**src/rtl/pll_lock_sequencer.sv**
```systemverilog
// -----------------------------------------------------------------------------
// pll_lock_sequencer
//
// Supervises the clock-generation PLL. The block runs on the free-running PLL
// reference clock and resets the PLL. It synchronises the asynchronous LOCKED
// flag and checks that it stays high. The downstream system reset is released
// only after lock has held continuously for LOCK_STABLE cycles. If lock is not
// acquired within LOCK_TIMEOUT cycles, the block retries the PLL reset and
// counts the timeout. A loss of lock while running is reported with a
// one-cycle pulse.
//
// Ports
//   CLK_IN1      in   free-running reference clock (also feeds the PLL)
//   RESET_N      in   synchronous active-low reset
//   LOCKED       in   PLL lock flag, asynchronous to CLK_IN1
//   FORCE_RELOCK in   level request to re-run the PLL reset sequence
//   PLL_RESET    out  active-high reset to the PLL
//   SYS_RESET_N  out  active-low reset for logic clocked by the PLL outputs
//   READY        out  high while the system is running
//   LOCK_LOST    out  one-cycle pulse when lock drops while running
//   RETRY_CNT    out  number of lock timeouts, saturating at 255
// -----------------------------------------------------------------------------
module pll_lock_sequencer #(
  parameter int RST_PULSE    = 8,
  parameter int LOCK_STABLE  = 1024,
  parameter int LOCK_TIMEOUT = 65536,
  parameter int CNT_W        = 17
) (
  input  logic       CLK_IN1,
  input  logic       RESET_N,
  input  logic       LOCKED,
  input  logic       FORCE_RELOCK,
  output logic       PLL_RESET,
  output logic       SYS_RESET_N,
  output logic       READY,
  output logic       LOCK_LOST,
  output logic [7:0] RETRY_CNT
);

  typedef enum logic [1:0] {
    ST_RST       = 2'd0,
    ST_WAIT_LOCK = 2'd1,
    ST_STABLE    = 2'd2,
    ST_RUN       = 2'd3
  } state_e;

  // Terminal counts. The counter starts at 0 on entry to a state, so the
  // state exits after exactly N cycles.
  localparam logic [CNT_W-1:0] RST_LAST     = CNT_W'(RST_PULSE - 1);
  localparam logic [CNT_W-1:0] STABLE_LAST  = CNT_W'(LOCK_STABLE - 1);
  localparam logic [CNT_W-1:0] TIMEOUT_LAST = CNT_W'(LOCK_TIMEOUT - 1);

  state_e           state_q, state_d;
  logic [CNT_W-1:0] cnt_q, cnt_d;
  logic             sync_meta_q, sync_meta_d;
  logic             locked_s_q, locked_s_d;
  logic             pll_reset_q, pll_reset_d;
  logic             sys_reset_n_q, sys_reset_n_d;
  logic             ready_q, ready_d;
  logic             lock_lost_q, lock_lost_d;
  logic [7:0]       retry_cnt_q, retry_cnt_d;
  logic             timeout_hit;

  // ---------------------------------------------------------------------------
  // State register: holds the FSM, the counter, the synchroniser and the
  // registered outputs.
  // ---------------------------------------------------------------------------
  // NOTE: the synchroniser flops also clear on reset. A stale lock flag must
  // not carry over into the restarted sequence.
  always_ff @(posedge CLK_IN1) begin
    if (!RESET_N) begin
      // NOTE: non-blocking assignments keep every flop sampling the pre-edge
      // values of the others, regardless of statement order.
      state_q       <= ST_RST;
      cnt_q         <= '0;
      sync_meta_q   <= 1'b0;
      locked_s_q    <= 1'b0;
      pll_reset_q   <= 1'b1;
      sys_reset_n_q <= 1'b0;
      ready_q       <= 1'b0;
      lock_lost_q   <= 1'b0;
      retry_cnt_q   <= '0;
    end else begin
      state_q       <= state_d;
      cnt_q         <= cnt_d;
      sync_meta_q   <= sync_meta_d;
      locked_s_q    <= locked_s_d;
      pll_reset_q   <= pll_reset_d;
      sys_reset_n_q <= sys_reset_n_d;
      ready_q       <= ready_d;
      lock_lost_q   <= lock_lost_d;
      retry_cnt_q   <= retry_cnt_d;
    end
  end

  // Two-flop synchroniser. Only locked_s_q is used downstream.
  always_comb begin
    sync_meta_d = LOCKED;
    locked_s_d  = sync_meta_q;
  end

  // ---------------------------------------------------------------------------
  // Next-state logic
  // ---------------------------------------------------------------------------
  always_comb begin
    // NOTE: default every always_comb output first. Otherwise a branch that
    // skips an assignment infers a latch.
    state_d     = state_q;
    timeout_hit = 1'b0;

    unique case (state_q)
      ST_RST: begin
        // FORCE_RELOCK is deliberately ignored while the PLL is held in reset.
        if (cnt_q == RST_LAST) state_d = ST_WAIT_LOCK;
      end
      ST_WAIT_LOCK: begin
        if (FORCE_RELOCK) begin
          state_d = ST_RST;
        end else if (locked_s_q) begin
          // Lock wins over a timeout that expires in the same cycle.
          state_d = ST_STABLE;
        end else if (cnt_q == TIMEOUT_LAST) begin
          state_d     = ST_RST;
          timeout_hit = 1'b1;
        end
      end
      ST_STABLE: begin
        if (FORCE_RELOCK)              state_d = ST_RST;
        else if (!locked_s_q)          state_d = ST_WAIT_LOCK;
        else if (cnt_q == STABLE_LAST) state_d = ST_RUN;
      end
      ST_RUN: begin
        if (!locked_s_q || FORCE_RELOCK) state_d = ST_RST;
      end
      default: state_d = ST_RST;
    endcase

    // A single counter is shared by all states and restarts on every state
    // change. In RUN it simply wraps, because no decision depends on it there.
    if (state_d != state_q) cnt_d = '0;
    else                    cnt_d = cnt_q + CNT_W'(1);
  end

  // ---------------------------------------------------------------------------
  // Output logic. The outputs are decoded from the next state so that the
  // registered outputs change on the same edge as the state.
  // ---------------------------------------------------------------------------
  always_comb begin
    pll_reset_d   = (state_d == ST_RST);
    sys_reset_n_d = (state_d == ST_RUN);
    ready_d       = (state_d == ST_RUN);
    // A lock drop in RUN always reports. A simultaneous FORCE_RELOCK does
    // not suppress the report.
    lock_lost_d   = (state_q == ST_RUN) && !locked_s_q;
    retry_cnt_d   = retry_cnt_q;
    if (timeout_hit && (retry_cnt_q != 8'hFF)) retry_cnt_d = retry_cnt_q + 8'd1;
  end

  assign PLL_RESET   = pll_reset_q;
  assign SYS_RESET_N = sys_reset_n_q;
  assign READY       = ready_q;
  assign LOCK_LOST   = lock_lost_q;
  assign RETRY_CNT   = retry_cnt_q;

endmodule
```
**config.mk**
```make
export PLATFORM = sky130hd
export DESIGN_NAME = pll_lock_sequencer
export DESIGN_NICKNAME = d
export VERILOG_FILES = /design/src/rtl/pll_lock_sequencer.sv
export SDC_FILE = /design/constraint.sdc
export NUM_CORES = 1
export LEC_CHECK = 0
export ABC_AREA = 1
export BUFFER_PORTS_ARGS = -buffer_cell sky130_fd_sc_hd__buf_2
export CAP_MARGIN = 15
export CORE_AREA = 2 2 52 73
export DETAILED_ROUTE_END_ITERATION = 10
export DIE_AREA = 0 0 54 75
export PLACE_DENSITY = 0.64
export SYNTH_ARGS = -nofsm -noshare
export SYNTH_HDL_FRONTEND = slang
export SYNTH_SLANG_ARGS = --single-unit
export TNS_END_PERCENT = 1
```
**constraint.sdc**
```tcl
create_clock -name CLK_IN1 -period 2.3 [get_ports CLK_IN1]
set_clock_uncertainty 0.05 [all_clocks]
set_input_delay 0 -clock CLK_IN1 [delete_from_list [all_inputs] [get_ports CLK_IN1]]
set_output_delay 0 -clock CLK_IN1 [all_outputs]
set_load 0.01 [all_outputs]
```
; After elaboration in Yosys (flattened, before gate mapping)
; Cells that the tools add are included.
[word_totals]
word_cells = 40
regBits = 32
inputBits = 4
output_inout_bits = 12
[op_classes]
bitwise_logic = 1
addsub = 2
n_mux = 13
n_eq_ne = 9
reduce_logical = 7
[op_table]
columns = op, count
row1 = "adder 17 x 1 -> 17 bit, second input constant", 1
row2 = "== test 17 x 10 -> 1 bit, second input constant", 1
row3 = "== test 17 x 16 -> 1 bit, second input constant", 1
row4 = "== test 17 x 3 -> 1 bit, second input constant", 1
row5 = two-way mux 2 bit, 8
row6 = "adder 8 x 1 -> 8 bit, second input constant", 1
row7 = "inequality test 8 bit, second input constant", 1
row8 = one-hot mux 2 bit (4 select lines), 1
row9 = "== test 2 bit, second input constant", 3
row10 = zero test 2 bit, 2
row11 = two-way mux 1 bit, 4
row12 = "== test 2 x 1 -> 1 bit, second input constant", 1
row13 = logical AND 1 bit, 2
row14 = inequality test 2 bit, 1
row15 = OR reduction 2 bit, 1
row16 = zero test 1 bit, 1
row17 = logical OR 1 bit, 1
row18 = NOT 1 bit, 1

; Logic depth before layout (Yosys ltp)
[logic_depth]
word_depth = 7
ltp_mapped = 16
ltp_nobuf = 15

; Worst setup path after synthesis
; OpenSTA, ideal clock, no wires.
[synth_path]
kind = register to register
start = register cnt_q[0]
end = register retry_cnt_q[2], in the netlist RETRY_CNT[2]
arrival_time_ns = 1.940
setup_ns = 0.119
slack_ns = 0.190
path_buffers = 0
required_time_ns = 2.131
stages_incl_launch_ff = 14
synth_period_minus_slack_ns = 2.110
cell_sequence = dfxtp_1 ha_1 nand3_2 nor2_4 nand4_1 nor4_1 ha_1 nand3_1 nor2_1 nand2_1 inv_1 nand2_1 o21ai_0 a21oi_1
[synth_via]
elab_chain_len = 6
[synth_rtl]
columns = element, line
row1 = start: declaration, 54  ; logic [CNT_W-1:0] cnt_q, cnt_d;
row2 = start signal: assignment, 85  ; cnt_q <= cnt_d;
row3 = == test 17 x 16 -> 1 bit, 122  ; end else if (cnt_q == TIMEOUT_LAST) begin
row4 = two-way mux 1 bit, 122
row5 = two-way mux 1 bit, 119  ; end else if (locked_s_q) begin
row6 = two-way mux 1 bit, 117  ; if (FORCE_RELOCK) begin
row7 = two-way mux 1 bit, 111  ; unique case (state_q)
row8 = logical AND 1 bit, 156  ; if (timeout_hit && (retry_cnt_q != 8'hFF)) retry_cnt_d = retry_cnt_q + 8'd1;
row9 = end signal: assignment, 92  ; retry_cnt_q <= retry_cnt_d;
row10 = end: declaration, 61  ; logic [7:0] retry_cnt_q, retry_cnt_d;
; No other way between the ends.
; A chain may end at the register's enable or synchronous reset.

; Worst setup path after layout
[layout_path]
start = register cnt_q[1]
end = register retry_cnt_q[5], in the netlist RETRY_CNT[5]
; Same word-level chain as after synthesis.

==> metrics.yaml <==
flow_run:
  maxCapViolCount: 0
power:
  share_seq_of_total_power_pct: 53.5
  combinationalPowerShare_pct: 4.5
  clkPwrFrac_pct: 42.0
  p_sw_mw: 0.2364
  peakVddDrop_v: 0.0004768
  power_density_nw_per_um2: 561.9
  p_int_mw: 0.8238
  swShare_pct: 22.30
  p_leak_nw: 0.7249
layout:
  final_area_sq_um: 1887
  drive_above_1_share_pct: 23.28
  layout_common_cells: "dfxtp_1, nand2_1, inv_1"
  syn_to_final_growth_pct: 16.00
  instances_no_fill: 272
  final_nets: 238
  diodes: 0
route:
  dr.first_iter.drc_count: 30
  ant_nets: 0
  wire_per_inst_um: 10.57
  drt-total-wl_um: 2874
  drt_first_pass_iters: 4
  highest_layer: "met4"
  dr_wl_met2_um: 1480
  drc_errors: 0
  dr_wl_met3_um: 94
  met1Wirelength_um: 1226
  vias_per_cell: 4.669
  vias: 1270
timing:
  worst_pin_slew_ns: 0.3009
  fmax_mhz: 469.8
  min_period_over_period_pct: 92.54
  holdWs_ns: 0.07308
  slew_viol_final: 0
  layout_setup_ws_ns: 0.1716
  setup_viol: 0
  relSlewSlack_pct: 79.78
  rsz0062_at_grt: "yes"
  period_minus_slack_ns: 2.128
  hold_violations: 0
yosys:
  synthCells: 205
  synth-seq-cells: 32
  synth_top_area_cell: "dfxtp_1"
  syn_avg_cell_area_sq_um: 7.934
  synth_top_area_share_pct: 39.38
  yosys_warnings: 0
  ys_seq_area_share_pct: 39.38
  netlist_area_sq_um: 1627
  synth.net_count: 212
  synth_area_leaders: "dfxtp_1, nand2_1, nor2_4"
  synth_cell_type_count: 26
floorplan:
  io_pins: 16
  start_util_pct: 48.15
  dieHeight_um: 75
  num_rows: 25
  coreArea_sq_um: 3378
  die_x_um: 54
  die-area_sq_um: 4050
grt:
  grt_pass1_vias: 1179
  gr-total-overflow: 0
  grt_first_pass_wirelength_um: 4836
  grt_max_degree: 18
  antenna_found_initial: 0
  grt_usage_pct: 16.72
worst_hold_path:
  holdPathEnd: "READY"
  min_path_type: "input port to register"
  whs_path_depth: 4
  worstHoldStart: "FORCE_RELOCK"
clock_tree:
  clock_sinks: 32
  cts_tree: "yes"
  cts_made_buffers: 5
  clockBufferDepth: 2
  htree_levels: 2
  clk_pin_slew_ns: 0.06
  insertion_delay_ns: 0.29
  root_buffer: "clkbuf_8"
  postCtsSetupBuffers: 0
place:
  gp_congestion: 0.8210
  placed_area_sq_um: 1744
  post-place-ws_ns: 0.04420
  placed_cells: 261
  dpl.hpwl_um: 2135
  port_buffers: 15
run_status:
  outcome: "completed"
setup_path:
  r2r_slack_ns: 0.17
  r2r-start: "cnt_q[1]"
  crit_arrival_ns: 2.25
  cp.required_ns: 2.42
  critical_path_class: "register to register"
  reg2reg_depth: 12
  worst_setup_path_start_kind: "register"
  worstPathMaxFanout: 5
  end_kind: "register"
  reg2reg_to: "RETRY_CNT[5]"
[metrics by stage]
stage	setup TNS [ns]	utilization, %	total power, mW
finish	0	55.85	1.060
global route	-0.06462	55.85	1.096
CTS	0	55.19	1.076
detailed placement	0	51.63	0.6219
global placement	0	51.63	0.6216
floorplan	0	-	0.6161
[cell usage after synthesis]
cell,number
inv_2,2
ha_1,3
nor2_4,11
buf_12,1
nor3b_1,1
inv_1,30
buf_4,1
nand3_2,4
o211ai_1,1
nor2_2,2
nand2_1,33
nor3_1,8
nor4_1,3
or2_1,1
nand3_1,10
xor2_1,12
a21oi_4,1
nand2_2,3
dfxtp_1,32
xnor2_1,4
a21oi_1,7
nor2_1,24
nand4_1,3
clkdlybuf4s15_1,1
o21ai_0,6
nand2_4,1
[worst max-delay path: stages, from the launching register on]
cell	delay [ns]
dfxtp_1	0.35
ha_2	0.21
nand3_2	0.11
nor2_4	0.13
nand4_1	0.10
nor4_2	0.17
ha_1	0.21
nand3_1	0.09
nor2_1	0.12
nand2_2	0.11
nor2_2	0.17
nand3_1	0.09
nor3b_1	0.14
[cell type report]
type | instances | area [sq um]
sequential | 32 | 640.6
timing repair buffer | 22 | 135.1
multi-input combinational | 138 | 850.8
clock buffer | 8 | 90.09
tap | 40 | 50.05
fill | 337 | 1491
inverter | 32 | 120.1
[timing repair]
action,4_1_cts,5_1_grt
hold buffers,3,0
hold endpoints to repair,6,0
setup endpoints to repair,0,25
gates resized for setup,0,6
[per-layer routing]
metal,vias up,global-route usage (%)
met4,0,9.167
li1,689,-
met1,561,17.33
met2,14,29.54
met3,6,4.762
met5,-,0
[cell families (layout without fill, tap and decap cells)]
group,Yosys count,count (layout),synth area share [%]
flip-flops,32,32,39.38
AND/OR/NAND/NOR,104,104,34.54
AO/OA/AOI/OAI,15,15,5.462
buffers and inverters,35,62,9.693
XOR/XNOR,16,16,8.615
adder cells (fa/ha/maj),3,3,2.308
[registers in the layout, indices dropped and copies added, names as in the netlist]
name / count
state_q: 2
locked_s_q: 1
locked_s_d: 1
PLL_RESET: 1
cnt_q: 17
READY: 1
RETRY_CNT: 8
LOCK_LOST: 1
[worst max path at each step]
stage | startpoint | to | slack [ns] | cells past startpoint
finish | cnt_q[1] | RETRY_CNT[5] | 0.17 | 12
global route | cnt_q[1] | cnt_q[5] | -0.02 | 14
CTS | cnt_q[1] | cnt_q[0] | 0.03 | 14
detailed placement | cnt_q[1] | cnt_q[6] | 0.04 | 14
global placement | cnt_q[1] | cnt_q[0] | 0.11 | 13
floorplan | cnt_q[0] | RETRY_CNT[2] | 0.19 | 13
[power by group through the flow]
stage | logic [mW] | clock network, mW | registers, mW
after floorplan | 0.0370 | 0 | 0.579
after CTS | 0.0465 | 0.463 | 0.567
final | 0.0482 | 0.445 | 0.567
after detailed placement | 0.0426 | 0 | 0.579
after global placement | 0.0426 | 0 | 0.579
after global routing | 0.0545 | 0.474 | 0.568
Note: power is estimated with default switching activity, not from simulation.
